File: src/rtl/toy_trap_seq.sv
// toy_trap_seq: trap/debug entry sequencer (accept -> flush/drain -> CSR commit -> fetch redirect)
// Ports: trap_*/debug_*/mret_vld/dret_vld accept events in IDLE; pipe_idle ends drain;
// redirect_* is the fetch handshake; csr_* and debug_mode_en are the architectural state owned here.
module toy_trap_seq #(
  parameter int ADDR_WIDTH = 32,
  parameter int INST_WIDTH = 32,
  parameter int REG_WIDTH = 32,
  parameter logic [ADDR_WIDTH-1:0] DEBUG_ENTRY_PC = 'h0000_0800,
  parameter logic [ADDR_WIDTH-1:0] DEBUG_EXCP_PC = 'h0000_0808
) (
  input  logic                  clk,
  input  logic                  rst_n,
  input  logic                  trap_vld,
  output logic                  trap_rdy,
  input  logic [ADDR_WIDTH-1:0] trap_pc,
  input  logic [31:0]           trap_cause,
  input  logic [INST_WIDTH-1:0] trap_extra_info,
  input  logic                  trap_indebug,
  input  logic                  debug_vld,
  output logic                  debug_ack,
  input  logic [2:0]            debug_cause,
  input  logic [ADDR_WIDTH-1:0] debug_pc,
  input  logic                  mret_vld,
  input  logic                  dret_vld,
  output logic                  ret_ack,
  input  logic                  pipe_idle,
  input  logic [REG_WIDTH-1:0]  csr_mtvec,
  output logic                  flush,
  output logic                  redirect_vld,
  output logic [ADDR_WIDTH-1:0] redirect_pc,
  input  logic                  redirect_rdy,
  output logic                  busy,
  output logic [ADDR_WIDTH-1:0] csr_mepc,
  output logic [31:0]           csr_mcause,
  output logic [REG_WIDTH-1:0]  csr_mtval,
  output logic                  csr_mstatus_mie,
  output logic                  csr_mstatus_mpie,
  output logic [ADDR_WIDTH-1:0] csr_dpc,
  output logic [2:0]            csr_dcsr_cause,
  output logic                  debug_mode_en
);
  typedef enum logic [1:0] {IDLE, DRAIN, COMMIT, REDIRECT} state_t;
  typedef enum logic [1:0] {EV_TRAP, EV_DBG, EV_MRET, EV_DRET} ev_t;
  state_t state;
  ev_t ev;
  logic [ADDR_WIDTH-1:0] l_pc;
  logic [31:0] l_cause;
  logic [INST_WIDTH-1:0] l_info;
  logic l_indebug;
  logic idle, acc_dbg, acc_trap, acc_dret, acc_mret;
  assign idle = state == IDLE;
  assign trap_rdy = idle && !debug_vld;
  assign acc_dbg = idle && debug_vld;
  assign acc_trap = trap_rdy && trap_vld;
  // dret outside debug mode is simply not accepted, so it cannot block a pending mret
  assign acc_dret = trap_rdy && !trap_vld && dret_vld && debug_mode_en;
  assign acc_mret = trap_rdy && !trap_vld && !acc_dret && mret_vld;
  assign debug_ack = acc_dbg;
  assign ret_ack = acc_dret || acc_mret;
  assign busy = !idle;
  always_ff @(posedge clk or negedge rst_n) begin
    if (!rst_n) begin
      state <= IDLE;
      ev <= EV_TRAP;
      l_pc <= '0;
      l_cause <= '0;
      l_info <= '0;
      l_indebug <= 1'b0;
      flush <= 1'b0;
      redirect_vld <= 1'b0;
      redirect_pc <= '0;
      csr_mepc <= '0;
      csr_mcause <= '0;
      csr_mtval <= '0;
      csr_mstatus_mie <= 1'b0;
      csr_mstatus_mpie <= 1'b0;
      csr_dpc <= '0;
      csr_dcsr_cause <= '0;
      debug_mode_en <= 1'b0;
    end else begin
      case (state)
        IDLE: if (acc_dbg || acc_trap || acc_dret || acc_mret) begin
          state <= DRAIN;
          flush <= 1'b1;
          ev <= acc_dbg ? EV_DBG : acc_trap ? EV_TRAP : acc_dret ? EV_DRET : EV_MRET;
          l_pc <= acc_dbg ? debug_pc : trap_pc;
          l_cause <= acc_dbg ? 32'(debug_cause) : trap_cause;
          l_info <= trap_extra_info;
          l_indebug <= trap_indebug;
        end
        DRAIN: begin
          flush <= 1'b0;
          if (pipe_idle) state <= COMMIT;
        end
        COMMIT: begin
          state <= REDIRECT;
          redirect_vld <= 1'b1;
          case (ev)
            EV_TRAP: if (l_indebug) redirect_pc <= DEBUG_EXCP_PC;
            else begin
              csr_mepc <= l_pc;
              csr_mcause <= l_cause;
              csr_mtval <= REG_WIDTH'(l_info);
              csr_mstatus_mpie <= csr_mstatus_mie;
              csr_mstatus_mie <= 1'b0;
              redirect_pc <= csr_mtvec[ADDR_WIDTH-1:0] & ~ADDR_WIDTH'(3);
            end
            EV_DBG: begin
              csr_dpc <= l_pc;
              csr_dcsr_cause <= l_cause[2:0];
              debug_mode_en <= 1'b1;
              redirect_pc <= DEBUG_ENTRY_PC;
            end
            EV_MRET: begin
              csr_mstatus_mie <= csr_mstatus_mpie;
              csr_mstatus_mpie <= 1'b1;
              redirect_pc <= csr_mepc;
            end
            EV_DRET: begin
              debug_mode_en <= 1'b0;
              redirect_pc <= csr_dpc;
            end
          endcase
        end
        REDIRECT: if (redirect_rdy) begin
          redirect_vld <= 1'b0;
          state <= IDLE;
        end
      endcase
    end
  end
endmodule

File: config.mk
export PLATFORM = sky130hd
export DESIGN_NAME = toy_trap_seq
export DESIGN_NICKNAME = d
export VERILOG_FILES = /design/src/rtl/toy_trap_seq.sv
export SDC_FILE = /design/constraint.sdc
export NUM_CORES = 1
export LEC_CHECK = 0
export ABC_CLOCK_PERIOD_IN_PS = 2850
export BUFFER_PORTS_ARGS = -buffer_cell sky130_fd_sc_hd__buf_2
export CORE_MARGIN = 2
export CORE_UTILIZATION = 36
export DETAILED_ROUTE_END_ITERATION = 8
export PLACE_DENSITY = 0.57
export SYNTH_ARGS = -nofsm -noshare
export SYNTH_HDL_FRONTEND = slang
export SYNTH_SLANG_ARGS = --single-unit
File: constraint.sdc
create_clock -name clk -period 2.85 [get_ports clk]
set_input_delay 0 -clock clk [delete_from_list [all_inputs] [get_ports clk]]
set_output_delay 0 -clock clk [all_outputs]
set_load 0.02 [all_outputs]
Word level (Yosys, flattened, before mapping)
Index checks and enable logic that the tools add are counted.
- register bits after elaboration: 269
- input port bits: 172
- output and inout bits: 172
- equality and inequality tests: 10
- muxes and demuxes: 20
- bitwise gates (word level): 1
- reductions and logical operators: 30
- operator list (kind ; number):
    $pmux 32 s4 ; 1
    $mux 32 ; 3
    $mux 2 ; 5
    $pmux 1 s2 ; 5
    $reduce_and 2->1 ; 5
    $reduce_and 3->1 ; 3
    $eq 2x2->1 const B ; 4
    $logic_and 1x1->1 ; 8
    $pmux 2 s4 ; 1
    $reduce_bool 2->1 ; 4
    $ne 2x2->1 const B ; 3
    $mux 1 ; 5
    $eq 2x1->1 const B ; 2
    $logic_not 1->1 ; 4
    $logic_not 2->1 ; 2
    $logic_or 1x1->1 ; 4
    $ne 2x1->1 const B ; 1
    $not 1->1 ; 1

Longest topological paths before layout
Gate-level depths: netlist of the first run.
- depth after elaboration: 11
- mapped depth: 8
- depth with buffers taken out: 5

Worst setup path after synthesis of the first run
Ideal clock, no wire load.
- path kind: register -> register
- start point: register state[0]
- end point: register state[1]
- data arrival time: 1732 ps
- required time: 2725 ps
- setup slack: 994 ps
- cell stages (with the launch flop): 7
- buffers on the path: 1
- period minus slack after synthesis: 1856 ps
- cell sequence: dfrtp_1 -> inv_1 -> ha_1 -> buf_2 -> nor2b_1 -> a222oi_1 -> mux2_2
- longest elaborated chain between the ends: 11
- RTL lines (what ; line ; text):
    start: declaration ; 44 ; state_t state;
    start signal: assignment ; 63 ; state <= IDLE;
    start signal: assignment ; 83 ; state <= DRAIN;
    start signal: assignment ; 93 ; if (pipe_idle) state <= COMMIT;
    $logic_not 2->1 (*) ; 51 ; assign idle = state == IDLE;
    $logic_and 1x1->1 (*) ; 52 ; assign trap_rdy = idle && !debug_vld;
    named net trap_rdy ; 14 ; output logic trap_rdy,
    $logic_and 1x1->1 ; 56, 57 ;
    $logic_and 1x1->1 (2 in a row) ; 56 ; assign acc_dret = trap_rdy && !trap_vld && dret_vld && debug_mode_en;
    $logic_not 1->1 ; 57 ; assign acc_mret = trap_rdy && !trap_vld && !acc_dret && mret_vld;
    $logic_and 1x1->1 (2 in a row) ; 57 ;
    $logic_or 1x1->1 (*) ; 82 ; IDLE: if (acc_dbg || acc_trap || acc_dret || acc_mret) begin
    $ne 2x1->1 (no line) (*) ; n/a ;
    $reduce_and 3->1 (no line) (*) ; n/a ;
The timed path passes the listed nets; every way through them passes the cells marked *.
A chain may end at the register's enable or synchronous reset.

Worst setup path in the final report of the first run
- start point: register state[0]
- end point: register l_indebug
- longest elaborated chain between the ends: 10
- RTL lines (what ; line ; text):
    $logic_not 2->1 (*) ; 51, 81 ;
    $logic_and 1x1->1 ; 52 ;
    $logic_and 1x1->1 ; 56, 57 ;
    $logic_and 1x1->1 (2 in a row) ; 56 ;
    $logic_not 1->1 ; 57 ;
    $logic_and 1x1->1 (2 in a row) ; 57 ;
    $logic_or 1x1->1 ; 82 ;
    $reduce_and 2->1 (no line) (*) ; n/a ;
    end signal: assignment ; 89 ; l_indebug <= trap_indebug;
    end: declaration ; 49 ; logic l_indebug;
Every way passes the cells marked *; elsewhere a longest branch is shown, timed or not.

==> flow_summary_export.csv, run 1 <==
group,metric,value,unit
timing,min_period,2.55,ns
global_route,overflow,0,
finish,register_area,0.00673,mm^2
power,p_total,0.0194,W
critical_path,reg2reg_from,"state[0]$_DFFE_PN0P_",
global_route,grt_pass1_wl,50900,um
drt,drt-total-wl,33200,um
place,dp_cells,1602,
critical_path,worstSetupStartpoint,"state[0]$_DFFE_PN0P_",
clock_tree,clock-sinks,269,
timing,rsz0062_at_grt,"no",
critical_path,worstPathArrival,2.98,ns
synthesis,synth_top_area_share,57.5,%
drt,via_count,8937,
synthesis,netlist_top_cells_area,"dfrtp_1 (58%), mux2_2 (18%), mux2i_1 (2.8%), a2bb2oi_1 (2.7%), o2bb2ai_1 (2.2%)",
place,place_area,0.0139,mm^2
synthesis,async_flop_share,100,%
floorplanning,die-area,0.0340,mm^2
drt,drt_first_pass_iters,5,
floorplanning,row_count,66,
synthesis,synth-seq-cells,269,
timing,fmax,0.392,GHz
place,gp_congestion,0.743,
critical_path,crit_fanout,41,
synthesis,yosys.cell_types.count,40,
floorplanning,start_util,36.3,%
clock_tree,postCtsSetupBuffers,0,
drt,vias_per_cell,4.88,
power,power_density,1160,mW/mm^2
synthesis,syn_inst,869,
flow_run,max-cap-violations,0,
critical_path,critPathKind,"register to register",
finish,post-route-cell-area,0.0167,mm^2
drt,drc,0,
timing,slew_headroom,29.0,%
clock_tree,cts_buffers,30,
synthesis,synth_most_common_cell,"dfrtp_1",
synthesis,synth.largest_area_cell,"dfrtp_1",
clock_tree,htree_levels,1,
clock_tree,clk_path_buf_depth,3,
floorplanning,die_x,184,um
floorplanning,die_y,184,um
finish,multiInputGateArea,0.00461,mm^2
synthesis,avgSynthCellArea,13.5,um^2
synthesis,yosysWarnings,0,
finish,drive_above_1_share,44.3,%
drt,wl_per_cell,18.1,um
timing,clock_skew,0.00765,ns
synthesis,synth_edf_count,0,
finish,fin_cells,1833,
critical_path,critical_path_required,3.28,ns
timing,post-route-period-util,89.6,%
floorplanning,io_pins,344,
synthesis,synthesis.area,0.0117,mm^2
drt,drtIter0Drc,339,
global_route,grtUsageTotal,18.9,%
clock_tree,clk_pin_slew_worst_paths,0.06,ns
synthesis,ys.flop_type,"dfrtp_1",
timing,hold_viol,0,
finish,num-nets-final,1542,
power,ir_drop,770,uV
critical_path,worstSetupStartpointType,"register",
critical_path,endpoint_kind,"register",
timing,report.final.slew_viol_count,0,
status,status,"finished, final reports clean",
timing,worstMarginPinSlew,1.07,ns
synthesis,ys_seq_area_share,57.5,%
clock_tree,cts_tree,"built",
floorplanning,coreArea,0.0323,mm^2
min_path,hp-class,"input port to asynchronous set/reset pin",
place,hpwl,20700,um
global_route,grt_max_degree,105,
synthesis,synth_common_cells,"dfrtp_1 (269), mux2_2 (190), a2bb2oi_1 (36), nand2b_1 (36), o31ai_1 (35)",
place,port_buffers,341,
clock_tree,clock_latency,0.55,ns
finish,fillers,2871,
global_route,antenna_found_initial,2,
drt,antenna_left,0,
power,p_leak,7.66,nW
finish,syn2layout_area_growth,43.1,%
timing,setup_viol,0,
critical_path,reg2reg_depth,7,
timing,tns,0,ns
synthesis,syn_nets,1046,
global_route,grt_pass1_vias,9142,
clock_tree,cts-root-buf,"clkbuf_16",
placed cells by master, fill, tap and decap left out, drive strengths merged, types with 2 or more instances in the layout:
| master | count |
|---|---|
| buf | 358 |
| dfrtp | 269 |
| mux2 | 193 |
| dlygate4sd3 | 172 |
| clkbuf | 38 |
| nand2b | 36 |
| a2bb2oi | 36 |
| o31ai | 35 |
| nor2 | 34 |
| mux2i | 33 |
| and2 | 30 |
| a21oi | 30 |
| o2bb2ai | 30 |
| a22oi | 28 |
| inv | 8 |
| bufinv | 8 |
| clkinv | 7 |
| nand2 | 6 |
| ha | 5 |
| o21ai | 4 |
| clkinvlp | 4 |
| nor2b | 3 |
| o22ai | 3 |
| diode | 2 |
| nor4 | 2 |
| nand3 | 2 |
| o311ai | 2 |
| o21a | 2 |
| nor3 | 2 |
state kept, by name, indices dropped and copies added, names as in the netlist:
register,cells
csr_mtval,32
l_cause,32
flush,1
csr_mstatus_mie,1
csr_dpc,32
csr_mepc,32
csr_dcsr_cause,3
csr_mcause,32
redirect_pc,32
csr_mstatus_mpie,1
ev,2
state,2
l_indebug,1
redirect_vld,1
l_pc,32
debug_mode_en,1
l_info,32
per-stage QoR:
step,util [%],setup slack (ns),hold slack (ns)
6_report,51.9,0.296,0.0127
5_1_grt,51.9,0.139,0.0509
4_1_cts,51.8,0.0493,0.0263
3_5_place_dp,42.9,0.357,0.0165
3_3_place_gp,42.9,0.412,0.0294
2_1_floorplan,-,0.994,-0.296
cell type report:
type | instances | area share [%]
sequential | 269 | 40.2
multi-input combinational | 525 | 27.5
timing repair buffer | 530 | 21.8
clock buffer | 38 | 5.09
tap | 442 | 3.30
clock inverter | 18 | 1.79
inverter | 9 | 0.202
antenna | 2 | 0.0299
layer usage:
metal  routed length, um  part of all wire, %  up-vias  global-route usage, %
met2               15600                   47      274                   31.5
met1               14500                   44     4431                   24.5
met3                2380                  7.1       51                   5.08
met5                   0                    0        -                      0
met4                 724                  2.2        0                   4.86
li1                    -                    -     4181                      -
final timing paths:
path	to	slack (ns)
max	l_indebug$_DFFE_PN0P_	0.30
min	redirect_pc[23]$_DFFE_PN0P_	0.01
max reg2reg	l_indebug$_DFFE_PN0P_	0.30
min reg2reg	redirect_pc[3]$_DFFE_PN0P_	0.48
max in group asynchronous	redirect_pc[3]$_DFFE_PN0P_	1.94
min in group clk	redirect_pc[3]$_DFFE_PN0P_	0.04
power breakdown:
part	internal (W)	switching (W)
Combinational	0.00369	0.00448
Sequential	0.00566	0.00115
Clock	0.00283	0.00161
logic make-up (layout without fill, tap and decap cells):
logic type	Yosys count	in the layout	share of synthesized area [%]
AND/OR/NAND/NOR	116	117	5.54
multiplexers	226	226	21.5
AO/OA/AOI/OAI	177	177	11.7
other	0	2	0
flip-flops	269	269	57.5
adder cells (fa/ha/maj)	5	5	0.534
buffers and inverters	76	595	3.29
critical path: stages, from the launching register on:
cell,delay [ns]
dfrtp_1,0.40
inv_1,0.14
ha_2,0.20
clkinv_1,0.20
nor2_4,0.47
buf_12,0.32
o22ai_1,0.11
dlygate4sd3_1,0.58
timing repair:
action	in CTS	in global routing
hold endpoints to repair	333	0
endpoints found under the setup margin	0	1
gates resized for setup	0	0
hold buffers	172	0
(Power assumes the default switching activity.)
==> run 2, diff against run 1 <==
Settings changed: ABC_AREA set to 1.
==> flow_summary_export.csv, run 2 <==
group,metric,value,unit
status,status,"finished, final reports clean",
timing,clock_skew,0.00883,ns
drt,antenna_left,0,
synthesis,synth_top_area_share,60.0,%
timing,hold_viol,0,
clock_tree,cts_buffers,29,
place,hpwl,23700,um
timing,min_period,2.71,ns
drt,drc,0,
timing,setup_viol,0,
synthesis,ys.flop_type,"dfrtp_1",
synthesis,synth_edf_count,0,
timing,fmax,0.369,GHz
global_route,grt_pass1_wl,57200,um
finish,multiInputGateArea,0.00396,mm^2
min_path,hold_start,"debug_vld",
clock_tree,clk_path_buf_depth,3,
clock_tree,clk_pin_slew_worst_paths,0.06,ns
drt,via_count,10661,
critical_path,worstSetupStartpointType,"register",
synthesis,synth_common_cells,"nand2_1 (716), dfrtp_1 (269), o21ai_0 (72)",
critical_path,reg2reg_to,"state[1]$_DFFE_PN0P_",
global_route,grt_pass1_vias,10722,
min_path,hold_depth,6,
clock_tree,cts_resized,0,
place,port_buffers,341,
floorplanning,start_util,36.6,%
floorplanning,die-area,0.0326,mm^2
critical_path,critPathKind,"register to register",
critical_path,crit_fanout,5,
clock_tree,clock_latency,0.54,ns
synthesis,ys_seq_area_share,60.0,%
min_path,min_delay_worst_endpoint,"ev[1]$_DFFE_PN0P_",
synthesis,async_flop_share,100,%
finish,final_cell_mix,"nand2_1 (715), buf_2 (340), dfrtp_1 (269)",
finish,drive_above_1_share,22.4,%
timing,tns,0,ns
synthesis,yosys.cell_types.count,21,
flow_run,max-cap-violations,0,
floorplanning,row_count,64,
drt,drt_first_pass_iters,5,
global_route,overflow,0,
power,ir_drop,649,uV
clock_tree,cts_hold_buf,172,
critical_path,r2r_slack,0.14,ns
timing,fin_ws,0.141,ns
synthesis,yosysWarnings,0,
synthesis,synth-seq-cells,269,
clock_tree,postCtsSetupBuffers,0,
synthesis,netlist_top_cells_area,"dfrtp_1 (60%), nand2_1 (24%), o21ai_0 (3.2%), nand3_1 (3.0%), nor2_1 (2.1%)",
finish,register_area,0.00673,mm^2
synthesis,avgSynthCellArea,8.19,um^2
critical_path,critical_path_required,3.27,ns
floorplanning,die_y,181,um
clock_tree,htree_levels,1,
place,dp_cells,2058,
drt,drtIter0Drc,670,
finish,final_common_cell,"nand2_1",
power,p_leak,8.78,nW
min_path,hp-class,"input port to register",
critical_path,reg2reg_from,"debug_mode_en$_DFFE_PN0P_",
place,gp_congestion,0.826,
critical_path,reg2reg_depth,9,
timing,slew_headroom,42.3,%
synthesis,syn_nets,1548,
finish,fin_cells,2283,
drt,drt-total-wl,35400,um
synthesis,synth_most_common_cell,"nand2_1",
synthesis,synth.largest_area_cell,"dfrtp_1",
global_route,antenna_found_initial,0,
critical_path,worstPathArrival,3.13,ns
power,power_density,1090,mW/mm^2
drt,wl_per_cell,15.5,um
timing,report.final.slew_viol_count,0,
drt,vias_per_cell,4.67,
finish,syn2layout_area_growth,42.4,%
timing,post-route-period-util,95.1,%
floorplanning,die_x,181,um
clock_tree,clock-sinks,269,
finish,num-nets-final,2042,
critical_path,endpoint_kind,"register",
global_route,grtUsageTotal,21.6,%
floorplanning,io_pins,344,
clock_tree,cts_tree,"built",
clock_tree,cts-root-buf,"clkbuf_16",
place,dp_slack,0.706,ns
timing,worstMarginPinSlew,0.866,ns
timing,rsz0062_at_grt,"no",
synthesis,syn_inst,1371,
floorplanning,coreArea,0.0307,mm^2
finish,fillers,2888,
global_route,grt_max_degree,90,
synthesis,synthesis.area,0.0112,mm^2
run 2: changes by cell type in the layout (fill, tap and decap cells not counted), moves of 30 or more:
cell       previous run  this run
nand2_1               6       715
o31ai_1              35         0
inv_1                 8        61
o21ai_0               4        72
mux2_2              190         0
and2_1               30         0
mux2i_1              33         0
a2bb2oi_1            36         0
nand3_1               2        67
nand2b_1             36         0
run 2: per-stage QoR:
stage / hold slack, ns / instance area [um^2] / power (W) / utilization [%]
CTS: 0.0186 / 16000 / 0.0175 / 52.1
finish: 0.0441 / 16000 / 0.0174 / 52.1
global placement: 0.0764 / 13400 / 0.0134 / 43.5
global route: 0.0946 / 16000 / 0.0187 / 52.1
detailed placement: 0.0776 / 13400 / 0.0135 / 43.5
floorplan: -0.296 / 11200 / 0.0109 / -
run 2: layout make-up:
type | instances | area share (%)
Sequential cell | 269 | 42.1
Tap cell | 396 | 3.10
Antenna cell | 1 | 0.0156
Clock buffer | 46 | 5.50
Clock inverter | 6 | 0.227
Multi-Input combinational cell | 967 | 24.7
Inverter | 64 | 1.52
Timing Repair Buffer | 534 | 22.8
run 2: cell families (layout without fill, tap and decap cells):
kind of cell,Yosys count,count (layout),synth area share (%)
AO/OA/AOI/OAI,107,107,4.89
adder cells (fa/ha/maj),5,5,0.557
buffers and inverters,135,650,5.04
flip-flops,269,269,60.0
other,0,1,0
AND/OR/NAND/NOR,855,855,29.6
run 2: metal layers:
metal / global-route usage, % / part of all wire [%] / vias up
li1: - / - / 5232
met3: 4.45 / 6.1 / 74
met2: 34.2 / 45 / 346
met1: 29.6 / 45 / 5009
met5: 0 / 0 / -
met4: 7.29 / 3.4 / 0
run 2: report_power, final:
| group | internal (W) | switching [W] |
|---|---|---|
| sequential | 0.00553 | 0.00110 |
| clock | 0.00210 | 0.00149 |
| combinational | 0.00240 | 0.00474 |
run 2: worst max-delay path by stage:
stage	slack [ns]	startpoint	endpoint	cells after the start
after detailed placement	0.71	state[0]$_DFFE_PN0P_	l_pc[27]$_DFFE_PN0P_	10
after CTS	0.16	debug_mode_en$_DFFE_PN0P_	state[1]$_DFFE_PN0P_	9
after floorplan	1.14	state[0]$_DFFE_PN0P_	l_cause[22]$_DFFE_PN0P_	7
final	0.14	debug_mode_en$_DFFE_PN0P_	state[1]$_DFFE_PN0P_	9
after global placement	0.73	state[0]$_DFFE_PN0P_	l_pc[21]$_DFFE_PN0P_	10
after global routing	0.03	debug_mode_en$_DFFE_PN0P_	state[1]$_DFFE_PN0P_	9
run 2: worst max-delay path, stage by stage, from the launching register on:
cell and delay, ns:
dfrtp_1 0.42, nand2_1 0.10, nand2_1 0.05, dlygate4sd3_1 0.56, nand2_2 0.14, nand2_1 0.10, nand3_1 0.07, dlygate4sd3_1 0.55
nand2_1 0.05, dlygate4sd3_1 0.54
